$ cat config.mk
export PLATFORM = sky130hd
export DESIGN_NAME = wb_arbiter
export DESIGN_NICKNAME = d
export VERILOG_FILES = /design/src/rtl/wb_pkg.sv /design/src/rtl/wb_fifo.sv /design/src/rtl/wb_arbiter.sv
export SDC_FILE = /design/constraint.sdc
export NUM_CORES = 1
export LEC_CHECK = 0
export CORE_ASPECT_RATIO = 0.6
export CORE_MARGIN = 8
export CORE_UTILIZATION = 51
export CTS_CLUSTER_DIAMETER = 80
export DETAILED_ROUTE_END_ITERATION = 10
export GPL_TIMING_DRIVEN = 0
export PLACE_DENSITY = 0.8
export SLEW_MARGIN = 5
export SYNTH_ARGS = -nofsm -noshare
export SYNTH_HDL_FRONTEND = slang
export SYNTH_HIERARCHICAL = 1
export SYNTH_SLANG_ARGS = --single-unit
$ cat constraint.sdc
create_clock -name clk -period 3.1 [get_ports clk]
set_input_delay 0.62 -clock clk [delete_from_list [all_inputs] [get_ports clk]]
set_output_delay 0.62 -clock clk [all_outputs]
set_load 0.05 [all_outputs]
$ cat src/rtl/wb_pkg.sv
// rtl/wb_pkg.sv - shared widths, load funct3 codes and load extension helper for the writeback arbiter
package wb_pkg;

    localparam int XLEN   = 32;
    localparam int REG_AW = 5;

    localparam logic [2:0] F3_LB  = 3'b000;
    localparam logic [2:0] F3_LH  = 3'b001;
    localparam logic [2:0] F3_LW  = 3'b010;
    localparam logic [2:0] F3_LBU = 3'b100;
    localparam logic [2:0] F3_LHU = 3'b101;

    // Consecutive starved-load grants tolerated before the ALU head is forced through.
    localparam logic [1:0] STARVE_MAX = 2'd3;

    typedef enum logic [1:0] {
        GNT_NONE = 2'd0,
        GNT_LOAD = 2'd1,
        GNT_ALU  = 2'd2
    } gnt_e;

    typedef struct packed {
        logic [REG_AW-1:0] waddr;
        logic [XLEN-1:0]   wdata;
    } wb_ent_t;

    function automatic logic [XLEN-1:0] load_extend(
        input logic [2:0]      funct3,
        input logic [1:0]      addr_lo,
        input logic [XLEN-1:0] rdata
    );
        logic [XLEN-1:0] sh;
        sh = rdata >> {addr_lo, 3'b000};
        case (funct3)
            F3_LB:   load_extend = {{24{sh[7]}}, sh[7:0]};
            F3_LH:   load_extend = {{16{sh[15]}}, sh[15:0]};
            F3_LBU:  load_extend = {24'd0, sh[7:0]};
            F3_LHU:  load_extend = {16'd0, sh[15:0]};
            default: load_extend = rdata;
        endcase
    endfunction

endpackage

$ cat src/rtl/wb_fifo.sv
// rtl/wb_fifo.sv - power-of-two deep FIFO with simultaneous push/pop and first-word-fall-through head
module wb_fifo #(
    parameter int DEPTH = 2,
    parameter int WIDTH = 37
) (
    input  logic             clk,
    input  logic             rst,
    input  logic             in_tvalid,
    output logic             in_tready,
    input  logic [WIDTH-1:0] in_tdata,
    output logic             out_tvalid,
    input  logic             out_tready,
    output logic [WIDTH-1:0] out_tdata
);

    localparam int AW = $clog2(DEPTH);
    localparam int CW = $clog2(DEPTH + 1);

    logic [WIDTH-1:0] mem [DEPTH];
    logic [AW-1:0]    wr_ptr;
    logic [AW-1:0]    rd_ptr;
    logic [CW-1:0]    count;
    logic             push;
    logic             pop;

    assign in_tready  = (count != CW'(DEPTH));
    assign out_tvalid = (count != '0);
    assign out_tdata  = mem[rd_ptr];
    assign push       = in_tvalid & in_tready;
    assign pop        = out_tvalid & out_tready;

    // Pointers are exactly log2(DEPTH) wide, so they wrap on their own.
    always_ff @(posedge clk) begin
        if (rst) begin
            wr_ptr <= '0;
            rd_ptr <= '0;
            count  <= '0;
        end else begin
            if (push) wr_ptr <= wr_ptr + 1'b1;
            if (pop)  rd_ptr <= rd_ptr + 1'b1;
            case ({push, pop})
                2'b10:   count <= count + 1'b1;
                2'b01:   count <= count - 1'b1;
                default: count <= count;
            endcase
        end
    end

    always_ff @(posedge clk) begin
        if (push) mem[wr_ptr] <= in_tdata;
    end

endmodule

$ cat src/rtl/wb_arbiter.sv
// rtl/wb_arbiter.sv - merges ALU results and load words onto one register write port (WB_LOAD_EXT_EN enables load extension)
module wb_arbiter
    import wb_pkg::*;
#(
    parameter int ALU_DEPTH = 2
) (
    input  logic              clk,
    input  logic              rst,
    input  logic              ex_valid_i,
    output logic              ex_ready_o,
    input  logic [REG_AW-1:0] ex_waddr_i,
    input  logic [XLEN-1:0]   ex_wdata_i,
    input  logic              mem_valid_i,
    output logic              mem_ready_o,
    input  logic [REG_AW-1:0] mem_waddr_i,
    input  logic [XLEN-1:0]   mem_rdata_i,
    input  logic [2:0]        mem_funct3_i,
    input  logic [1:0]        mem_addr_lo_i,
    output logic              reg_wen_o,
    output logic [REG_AW-1:0] reg_waddr_o,
    output logic [XLEN-1:0]   reg_wdata_o,
    output logic              busy_o
);

    wb_ent_t    ex_ent;
    wb_ent_t    load_in;
    wb_ent_t    fifo_head;
    wb_ent_t    hold_q;
    wb_ent_t    load_ent;
    wb_ent_t    alu_ent;
    wb_ent_t    win;
    logic       hold_valid_q;
    logic [1:0] starve_q;
    logic       fifo_in_ready;
    logic       fifo_head_valid;
    logic       fifo_push;
    logic       fifo_pop;
    logic       ex_fire;
    logic       mem_fire;
    logic       load_cand;
    logic       alu_cand;
    logic       wr_en;
    gnt_e       gnt;

    assign ex_ready_o  = ~rst & fifo_in_ready;
    assign mem_ready_o = ~rst & ~hold_valid_q;
    assign ex_fire     = ex_valid_i & ex_ready_o;
    assign mem_fire    = mem_valid_i & mem_ready_o;
    assign ex_ent      = '{waddr: ex_waddr_i, wdata: ex_wdata_i};

`ifdef WB_LOAD_EXT_EN
    assign load_in = '{waddr: mem_waddr_i,
                       wdata: load_extend(mem_funct3_i, mem_addr_lo_i, mem_rdata_i)};
`else
    logic unused_load_ctrl;
    assign unused_load_ctrl = ^{mem_funct3_i, mem_addr_lo_i};
    assign load_in = '{waddr: mem_waddr_i, wdata: mem_rdata_i};
`endif

    wb_fifo #(
        .DEPTH(ALU_DEPTH),
        .WIDTH(REG_AW + XLEN)
    ) u_alu_fifo (
        .clk       (clk),
        .rst       (rst),
        .in_tvalid (fifo_push),
        .in_tready (fifo_in_ready),
        .in_tdata  (ex_ent),
        .out_tvalid(fifo_head_valid),
        .out_tready(fifo_pop),
        .out_tdata (fifo_head)
    );

    // Arrivals compete in the same cycle they are accepted, giving latency 1 when uncontended.
    always_comb begin
        gnt       = GNT_NONE;
        win       = '0;
        fifo_push = 1'b0;
        fifo_pop  = 1'b0;
        load_cand = hold_valid_q | mem_fire;
        alu_cand  = fifo_head_valid | ex_fire;
        load_ent  = hold_valid_q ? hold_q : load_in;
        alu_ent   = fifo_head_valid ? fifo_head : ex_ent;

        if (alu_cand && (!load_cand || (starve_q == STARVE_MAX && fifo_head_valid))) begin
            gnt = GNT_ALU;
        end else if (load_cand) begin
            gnt = GNT_LOAD;
        end

        case (gnt)
            GNT_ALU:  win = alu_ent;
            GNT_LOAD: win = load_ent;
            default:  win = '0;
        endcase

        fifo_pop  = (gnt == GNT_ALU) && fifo_head_valid;
        fifo_push = ex_fire && !((gnt == GNT_ALU) && !fifo_head_valid);
    end

    assign wr_en = (gnt != GNT_NONE) && (win.waddr != '0);

    always_ff @(posedge clk) begin
        if (rst) begin
            hold_valid_q <= 1'b0;
            hold_q       <= '0;
            starve_q     <= '0;
            reg_wen_o    <= 1'b0;
            reg_waddr_o  <= '0;
            reg_wdata_o  <= '0;
        end else begin
            if (!hold_valid_q) begin
                hold_valid_q <= mem_fire && (gnt != GNT_LOAD);
                hold_q       <= load_in;
            end else if (gnt == GNT_LOAD) begin
                hold_valid_q <= 1'b0;
            end

            // Only loads granted past an already-queued ALU result count as starvation.
            case (gnt)
                GNT_ALU:  starve_q <= '0;
                GNT_LOAD: starve_q <= !fifo_head_valid ? 2'd0 :
                                      (starve_q == STARVE_MAX) ? STARVE_MAX : starve_q + 2'd1;
                default:  starve_q <= starve_q;
            endcase

            reg_wen_o   <= wr_en;
            reg_waddr_o <= wr_en ? win.waddr : '0;
            reg_wdata_o <= wr_en ? win.wdata : '0;
        end
    end

    assign busy_o = fifo_head_valid | hold_valid_q | reg_wen_o;

endmodule

==> reports/metrics.csv <==
stage,metric,value,unit
outcome,status,finished clean,
floorplan,dieHeight,101,um
job,drv_cap,0,
cts,cts_tree,built,
cts,cts_hold_buf,0,
power_and_ir_drop,peakVddDrop,0.492,mV
sta,slew_headroom,0.376,
global_routing,grt_pass1_wl,25.0,mm
route,viasPerCell,5.75,
cts,clk_latency,410,ps
worst_setup_path,required,2480,ps
layout,areaGrowthSynthToFinish,33.2,%
layout,final_util,0.690,
worst_setup_path,path_common_cell,clkdlybuf4s50_1,
worst_setup_path,cp_slowest_cell,clkdlybuf4s50_1,
cts,cts_sinks,157,
floorplan,ios,124,
global_routing,grt_max_degree,38,
worst_setup_path,crit_type,in2out,
power_and_ir_drop,p_leak,2.75,nW
sta,finalSetupViolations,0,
worst_setup_path,worst_setup_path_end_kind,output pin,
floorplan,die_area,0.0160,sq mm
sta,layout_setup_ws,127,ps
route,wl_per_cell,21.3,um
sta,period_share,0.959,
layout,ff_latch_area,0.00388,sq mm
global_routing,track_usage,0.205,
synth,synth_fp_nets,518,
worst_setup_path,cp_top_family,buffers and inverters,
power_and_ir_drop,p_per_area,624,mW/mm^2
placed_design,dp.final_hpwl,11.0,mm
sta,timing.fmax,336,MHz
synth,avgSynthCellArea,14.3,sq um
global_routing,overflow,0,
cts,h-tree-depth,4,
worst_setup_path,startpoint_type,primary input,
worst_setup_path,crit_buf_inv,3,
cts,cts.path.max_buffers,2,
synth,ys_ff_latch,157,
route,final_antenna_net_count,0,
route,drc,0,
placed_design,gp_congestion,0.829,
worst_setup_path,cpPeakStageDelay,830,ps
synth,syn_area,0.00619,sq mm
sta,final_hold_viol_count,0,
route,initialDrtViolationCount,330,
synth,yosysSeqAreaShare,0.628,
route,drtPass1Iterations,5,
layout,finalNetCount,655,
floorplan,rows,31,
layout,num_antenna_cells,0,
cts,root_buffer,clkbuf_16,
synth,yosysWarningCount,6,
layout,multiInputGateArea,0.00210,sq mm
synth,syn_inst,434,
sta,finalMaxSlewViolations,0,
cts,numCtsBuffers,17,
synth,post-synth-top-area-cell,edfxtp_1,
worst_setup_path,cp_max_fo,8,
floorplan,die_w,158,um
placed_design,io_buffer_count,118,
floorplan,core,0.0119,sq mm
synth,synth_area_leaders,"edfxtp_1 36%, dfxtp_1 27%, a2111oi_2 7.3%",
route,via_count,4307,
route,wl,15.9,mm
worst_setup_path,arrival,2350,ps
layout,fill_cells,882,
cts,cts_setup_buffers,0,
synth,synth.top_cell.area_share,0.359,
sta,grt_setup_unrepaired,false,
global_routing,grt_pass1_vias,4672,
global_routing,antenna_found_initial,0,
worst_setup_path,crit_chain,clkdlybuf4s50_1 -> clkbuf_4 -> nor2b_2 -> clkdlybuf4s50_1,
sta,finClkSkew,7.56,ps
floorplan,start_util,0.518,
worst_hold_path,min_path_type,reg2reg,
placed_design,preCtsSetupSlack,-341,ps
synth,ys_types,41,
sta,tightest_slew,935,ps
sta,min_period,2970,ps
cts,clk_pin_slew,60,ps
layout,layout-drive-gt1-share,0.229,
power_and_ir_drop,p_total,5.14,mW
synthesized netlist by cell type:
library cell / count
dfxtp_1: 83
edfxtp_1: 74
nor2_1: 45
mux2_2: 38
a221oi_1: 37
mux2i_1: 36
a2111oi_2: 30
buf_2: 17
clkbuf_1: 11
a211oi_1: 5
a21oi_1: 5
nand2_1: 5
nor3_1: 5
buf_6: 4
a2111oi_0: 3
buf_4: 3
inv_1: 3
clkbuf_2: 2
nor2b_1: 2
o21ai_0: 2
or2_2: 2
or3_1: 2
xnor2_1: 2
a21bo_2: 1
a221oi_2: 1
a22o_1: 1
a31o_4: 1
and3_1: 1
and3b_1: 1
buf_1: 1
ha_1: 1
nand2b_1: 1
nand3_1: 1
nand3b_1: 1
nor2b_2: 1
nor4_1: 1
o21a_1: 1
o21a_2: 1
o311a_1: 1
or2_1: 1
xor2_1: 1
registers in the layout (all words and copies together) (netlist names), named ones only:
| name | cells |
|---|---|
| u_alu_fifo/count | 2 |
| u_alu_fifo/rd_ptr | 1 |
| reg_wen_o | 1 |
| u_alu_fifo/wr_ptr | 1 |
| u_alu_fifo/mem | 74 |
| hold_q | 37 |
| starve_q | 2 |
| reg_waddr_o | 5 |
| hold_valid_q | 1 |
| reg_wdata_o | 32 |
kinds of logic after synthesis:
family,Yosys count,synth area share
AOI/OAI and AO/OA,89,0.154
xor gates and xnor gates,3,0.00425
adders and majority gates,1,0.00202
buffers and inverters,41,0.0354
DFF,157,0.628
muxes,74,0.127
and+or+nand+nor,69,0.0494
report_power, final:
part | switching, mW | internal (mW) | leakage, nW | total (mW)
sequential | 0.0273 | 2.26 | 1.36 | 2.29
combinational | 0.435 | 0.285 | 1.08 | 0.720
clock | 0.793 | 1.34 | 0.309 | 2.13
total | 1.26 | 3.89 | 2.75 | 5.14
cell usage in the layout, fill, tap and decap left out, types with 3 or more instances in the layout:
cell type / Yosys / final
clkbuf_1: 11 / 12
mux2i_1: 36 / 36
a211oi_1: 5 / 5
clkbuf_16: 0 / 20
clkbuf_2: 2 / 3
buf_6: 4 / 4
buf_4: 3 / 3
mux2_2: 38 / 38
dfxtp_1: 83 / 83
buf_2: 17 / 14
clkdlybuf4s50_1: 0 / 116
a2111oi_0: 3 / 3
clkbuf_8: 0 / 4
nand2_1: 5 / 5
nor2_1: 45 / 45
nor3_1: 5 / 5
a221oi_1: 37 / 37
a21oi_1: 5 / 5
a2111oi_2: 30 / 30
edfxtp_1: 74 / 74
layer usage:
metal | vias to the layer above | global-route usage | part of all wire
li1 | 1969 | - | -
met1 | 2130 | 0.265 | 0.45
met2 | 188 | 0.319 | 0.45
met3 | 20 | 0.0626 | 0.085
met4 | 0 | 0.0764 | 0.013
met5 | - | 0 | 0
metrics by stage:
step	std cells	hold WS [ps]	area, sq um	TNS (ps)
6_report	749	469	8240	0
5_1_grt	749	497	8240	0
4_1_cts	750	469	8230	0
3_5_place_dp	718	452	7600	-773
3_3_place_gp	717	448	7570	-37180
2_1_floorplan	434	433	6190	0
final cells by class:
class | count | share of cell area
buffer | 37 | 0.0254
clock buffer | 26 | 0.0683
clock inverter | 6 | 0.00805
inverter | 3 | 0.00137
multi-input combinational | 236 | 0.254
sequential | 157 | 0.471
tap | 165 | 0.0250
timing repair buffer | 119 | 0.146
worst paths after layout:
path / start / cells past startpoint / slack (ps) / endpoint
worst min-delay path: starve_q[1]$_SDFFE_PP0P_ / 2 / 470 / hold_valid_q$_SDFF_PP0_
worst min register to register: starve_q[1]$_SDFFE_PP0P_ / 2 / 470 / hold_valid_q$_SDFF_PP0_
worst max-delay path: rst / 4 / 130 / ex_ready_o
worst max register to register: flop / 8 / 180 / reg_wdata_o[3]$_SDFF_PP0_
tightest hold or removal path: cells and delay by family (launching register included):
| kind | cells | cell delay [ps] |
|---|---|---|
| and+or+nand+nor | 2 | 100 |
| DFF | 1 | 330 |
what timing repair did:
item,in CTS,in global routing
setup endpoints to repair,2,26
pin swaps,0,0
resized for setup,3,3
No activity file was read; power rests on OpenSTA's default activity.
